File: src/rtl/rx_frame_check.sv
// UART-style receive frame checker: start/data/parity/stop framing,
// parity and stop-bit checking, saturating error counters.
// Ports:
//   CLK, RST          clock, async active-high reset
//   sample_valid      one-cycle strobe per mid-bit sample
//   sampled_bit       line value when sample_valid=1
//   PAR_EN, PAR_MODE  parity enable, mode (even/odd/mark/space)
//   STOP_BITS         0 = one stop bit, 1 = two
//   err_clr           sync clear of both error counters
//   P_DATA            received data word (LSB first on line)
//   frame_valid       one-cycle completion pulse
//   par_err, stp_err  error flags of the reported frame
//   busy              high outside IDLE
//   par_err_cnt       saturating parity error count
//   stp_err_cnt       saturating stop error count
module rx_frame_check #(
  parameter int DATA_WIDTH = 8,
  parameter int CNT_WIDTH  = 8
) (
  input  logic                  CLK,
  input  logic                  RST,
  input  logic                  sample_valid,
  input  logic                  sampled_bit,
  input  logic                  PAR_EN,
  input  logic [1:0]            PAR_MODE,
  input  logic                  STOP_BITS,
  input  logic                  err_clr,
  output logic [DATA_WIDTH-1:0] P_DATA,
  output logic                  frame_valid,
  output logic                  par_err,
  output logic                  stp_err,
  output logic                  busy,
  output logic [CNT_WIDTH-1:0]  par_err_cnt,
  output logic [CNT_WIDTH-1:0]  stp_err_cnt
);

  localparam int BW = $clog2(DATA_WIDTH);
  localparam logic [BW-1:0] LAST = BW'(DATA_WIDTH - 1);

  typedef enum logic [2:0] {
    IDLE, DATA, PARITY, STOP1, STOP2
  } state_t;

  state_t state, state_nx;

  logic [BW-1:0]         bit_cnt;
  logic [DATA_WIDTH-1:0] shreg;
  logic                  run_par;
  logic                  par_flag;
  logic                  stp_flag;
  logic                  cfg_par_en;
  logic [1:0]            cfg_mode;
  logic                  cfg_stop2;

  logic start, shift, par_smp, stop_smp, done;
  logic exp_par, par_nx, stp_nx;

  always_ff @(posedge CLK or posedge RST) begin
    if (RST) state <= IDLE;
    else     state <= state_nx;
  end

  always_comb begin
    state_nx = state;
    if (sample_valid) begin
      unique case (state)
        IDLE:   if (!sampled_bit) state_nx = DATA;
        DATA:   if (bit_cnt == LAST)
                  state_nx = cfg_par_en ? PARITY : STOP1;
        PARITY: state_nx = STOP1;
        STOP1:  state_nx = cfg_stop2 ? STOP2 : IDLE;
        STOP2:  state_nx = IDLE;
        default: state_nx = IDLE;
      endcase
    end
  end

  always_comb begin
    busy     = (state != IDLE);
    start    = 1'b0;
    shift    = 1'b0;
    par_smp  = 1'b0;
    stop_smp = 1'b0;
    done     = 1'b0;
    if (sample_valid) begin
      unique case (state)
        IDLE:   start = !sampled_bit;
        DATA:   shift = 1'b1;
        PARITY: par_smp = 1'b1;
        STOP1:  begin
          stop_smp = 1'b1;
          done     = !cfg_stop2;
        end
        STOP2:  begin
          stop_smp = 1'b1;
          done     = 1'b1;
        end
        default: ;
      endcase
    end
  end

  always_comb begin
    unique case (cfg_mode)
      2'b00:   exp_par = run_par;
      2'b01:   exp_par = ~run_par;
      2'b10:   exp_par = 1'b1;
      default: exp_par = 1'b0;
    endcase
  end

  // Flags as they stand including the final stop sample.
  assign par_nx = par_flag;
  assign stp_nx = stp_flag | ~sampled_bit;

  always_ff @(posedge CLK or posedge RST) begin
    if (RST) begin
      bit_cnt     <= '0;
      shreg       <= '0;
      run_par     <= 1'b0;
      par_flag    <= 1'b0;
      stp_flag    <= 1'b0;
      cfg_par_en  <= 1'b0;
      cfg_mode    <= 2'b00;
      cfg_stop2   <= 1'b0;
      P_DATA      <= '0;
      frame_valid <= 1'b0;
      par_err     <= 1'b0;
      stp_err     <= 1'b0;
    end else begin
      frame_valid <= done;
      if (start) begin
        cfg_par_en <= PAR_EN;
        cfg_mode   <= PAR_MODE;
        cfg_stop2  <= STOP_BITS;
        bit_cnt    <= '0;
        run_par    <= 1'b0;
        par_flag   <= 1'b0;
        stp_flag   <= 1'b0;
      end
      if (shift) begin
        shreg   <= {sampled_bit, shreg[DATA_WIDTH-1:1]};
        run_par <= run_par ^ sampled_bit;
        bit_cnt <= bit_cnt + 1'b1;
      end
      if (par_smp)
        par_flag <= (sampled_bit != exp_par);
      if (stop_smp && !sampled_bit)
        stp_flag <= 1'b1;
      if (done) begin
        P_DATA  <= shreg;
        par_err <= par_nx;
        stp_err <= stp_nx;
      end
    end
  end

  // Clear has priority over a coincident increment.
  always_ff @(posedge CLK or posedge RST) begin
    if (RST) begin
      par_err_cnt <= '0;
      stp_err_cnt <= '0;
    end else if (err_clr) begin
      par_err_cnt <= '0;
      stp_err_cnt <= '0;
    end else if (done) begin
      if (par_nx && par_err_cnt != '1)
        par_err_cnt <= par_err_cnt + 1'b1;
      if (stp_nx && stp_err_cnt != '1)
        stp_err_cnt <= stp_err_cnt + 1'b1;
    end
  end

endmodule

File: config.mk
export PLATFORM = sky130hd
export DESIGN_NAME = rx_frame_check
export DESIGN_NICKNAME = d
export VERILOG_FILES = /design/src/rtl/rx_frame_check.sv
export SDC_FILE = /design/constraint.sdc
export NUM_CORES = 1
export LEC_CHECK = 0
export CAP_MARGIN = 20
export CORE_ASPECT_RATIO = 0.6
export CORE_UTILIZATION = 48
export CTS_CLUSTER_SIZE = 40
export DETAILED_ROUTE_END_ITERATION = 8
export PLACE_DENSITY = 0.86
export SLEW_MARGIN = 20
export SYNTH_ARGS = -nofsm -noshare
export SYNTH_HDL_FRONTEND = slang
export SYNTH_SLANG_ARGS = --single-unit
File: constraint.sdc
create_clock -name CLK -period 1.85 [get_ports CLK]
set_clock_uncertainty 0.2 [all_clocks]
set_input_delay 0.2775 -clock CLK [delete_from_list [all_inputs] [get_ports CLK]]
set_output_delay 0.2775 -clock CLK [all_outputs]
set_load 0.005 [all_outputs]
==> impl_metrics.ini <==
[setup_path]
crit_buf_inv = 2
endpoint_kind = flop
critPathTopFamily = simple AND/OR/NAND/NOR gates
path_cells = and4bb_2 > o211ai_1 > buf_4 > buf_6 > and4bb_2 > nor3_2
reg2reg_depth = 6
crit_type = flop to flop
rrSetupSlack_ns = -0.27
cpPeakStageDelay_ns = 0.43
cp.arrival_ns = 2.17
r2r-end = par_err_cnt[3]
critPathSlowestCell = dfrtp_1
r2r_start = state[0]
path_common_cell = and4bb_2
crit_required_ns = 1.90
cp_max_fo = 3
worst_setup_path_start_kind = flop
startpoint = state[0]

[routing]
routed_wl_um = 6884
drtIter0Drc = 143
routedWlPerCell_um = 18.16
vias = 2172
drt-pass1-iter-count = 4
routed_via_density = 5.731
ant_nets = 0
drc = 0

[clock_network]
cts_tree = done
clk_latency_ns = 0.33
htreeDepth = 2
cts-hold-fix-buffers = 0
clk_pin_slew_ns = 0.10
clock-sinks = 48
cts_made_buffers = 5
cts-root-buf = clkbuf_8
clockBufferDepth = 2

[global_routing]
grt_usage = 0.2625
grt_pass1_wl_um = 10090
use_met1 = 0.3533
busiest_layer = met2
grt_pass1_vias = 2043
grt-ovfl-total = 0
grt_max_degree = 49
grt_antenna_before_repair = 0
gr-usage-met2 = 0.4049
grt_util_met3 = 0.07787

[floorplanning]
core_area_um2 = 4612
die_w_um = 91.82
rows = 19
die_h_um = 55.89
ios = 37
initial_core_util = 0.5038
die-area_um2 = 5132

[cells_and_area]
diodes = 0
mostFrequentLayoutCell = dfrtp_1
area_delta_synth_final_pct = 52.77
drive_gt1_frac = 0.3797
final_cell_mix = 47 x dfrtp_1, 46 x nand2_1, 45 x buf_4
design_area_um2 = 3550
nets = 328
fillers = 282

[timing]
max_freq_mhz = 472.0
tightest_slew_ns = 0.5426
max_slew_margin = 0.6369
whs_ns = 0.1243
rsz0062_at_grt = yes
hold_viol = 0
slew_violations = 0
final-setup-viol-count = 26
post-route-period-util = 1.145
fin_ws_ns = -0.2689
min_period_ns = 2.119

[synth]
synth.avg_cell_area_um2 = 10.37
synth-main-ff-cell = dfrtp_1
ys_warn_count = 0
synth_edf_count = 0
synthDistinctLibCells = 46
seq_area_frac_synth = 0.5170
synthArstFlopShare = 1.000
netlist_area_um2 = 2323
synth_fp_nets = 237
ys_ff_latch = 48
synthCells = 224

[placed_design]
gp_congestion = 0.8301
hpwlAfterDp_um = 3852
placed_cell_area_um2 = 3062
io_buffers = 36

[pwr]
ir_worst_vdd_v = 0.0008093
leakage_nw = 1.628
p_per_area_nw_per_um2 = 945.6

[status]
outcome = finished, violations left
violations = negative setup slack

[worst_hold_path]
hold_class = input port to asynchronous set/reset pin

[flow_run]
drv_cap = 0
==> repair_timing <==
action,in CTS,in global routing
setup endpoints to repair,29,32
pin swaps,12,10
buffers inserted,7,9
gates resized for setup,29,44
==> sequential cells by signal (all words and copies together), names as in the netlist <==
register     count
P_DATA           8
bit_cnt          3
cfg_mode         2
cfg_par_en       1
cfg_stop2        1
frame_valid      1
par_err          1
par_err_cnt      8
par_flag         1
run_par          1
shreg            8
state            3
stp_err          1
stp_err_cnt      8
stp_flag         1
==> cell families (layout without fill, tap and decap cells) <==
logic type,Yosys count,after routing,synth area share
DFF,48,48,0.5170
AOI/OAI and AO/OA,30,30,0.08616
and+or+nand+nor,105,105,0.2413
buffers and inverters,16,108,0.03662
adders and majority gates,4,4,0.02154
muxes,18,18,0.08616
xor gates and xnor gates,3,3,0.01131
==> synthesized netlist by cell type, drive strengths merged, types with 2 or more instances <==
library cell,instances,area [µm²]
a21oi,6,30.03
and3,2,12.51
and4bb,3,37.53
buf,5,43.79
clkbuf,5,18.77
dfrtp,48,1201
ha,4,50.05
inv,5,18.77
mux2,16,180.2
mux2i,2,20.02
nand2,47,176.4
nand2b,3,18.77
nand3,6,30.03
nand3b,3,22.52
nand4,3,18.77
nor2,10,37.54
nor2b,5,31.28
nor3,5,25.02
nor3b,3,33.78
nor4,4,31.28
o21ai,8,43.79
o21bai,2,15.01
o31ai,6,45.04
or4,6,45.04
xnor2,2,17.52
==> through the flow <==
| stage | worst slack, ns | instances | util | power, mW | setup TNS [ns] |
|---|---|---|---|---|---|
| after floorplan | -0.03766 | 224 | - | 2.015 | -0.06440 |
| after global placement | -0.2854 | 357 | 0.6639 | 2.460 | -4.823 |
| after detailed placement | -0.4077 | 357 | 0.6639 | 2.518 | -7.055 |
| after CTS | -0.1506 | 372 | 0.7206 | 3.242 | -1.822 |
| after global routing | -0.2690 | 379 | 0.7697 | 3.533 | -3.848 |
| final | -0.2689 | 379 | 0.7697 | 3.356 | -3.066 |
==> worst max path at each step <==
stage	to	slack [ns]	cells after the start
finish	par_err_cnt[3]	-0.27	6
global route	par_err_cnt[3]	-0.27	6
CTS	par_err_cnt[6]	-0.15	5
detailed placement	P_DATA[3]	-0.41	4
global placement	P_DATA[3]	-0.29	4
floorplan	stp_err_cnt[7]	-0.04	6
==> layout make-up <==
class                      count  area (µm²)  share of cell area
timing repair buffer          94       862.1              0.2429
multi-input combinational    160        1277              0.3599
clock buffer                   7       86.33             0.02432
tap                           63       78.83             0.02221
clock inverter                 1       7.507            0.002115
sequential                    48        1202              0.3387
inverter                       6       35.03            0.009870
==> per-layer routing <==
metal | up-vias | share of wire
met2 | 86 | 0.48
met3 | 20 | 0.058
met1 | 1089 | 0.44
met4 | 0 | 0.027
met5 | - | 0
li1 | 977 | -
==> tightest hold or removal path, stage by stage <==
cell,delay [ns]
clkdlybuf4s50_1,0.42
inv_2,0.08
buf_12,0.25
==> report_power, final <==
part           total, mW  switching, mW  internal, mW
Combinational       1.15          0.518         0.628
Clock              0.693          0.389         0.305
Sequential          1.52          0.198          1.32
Total               3.36           1.10          2.25
(Power assumes the default switching activity.)
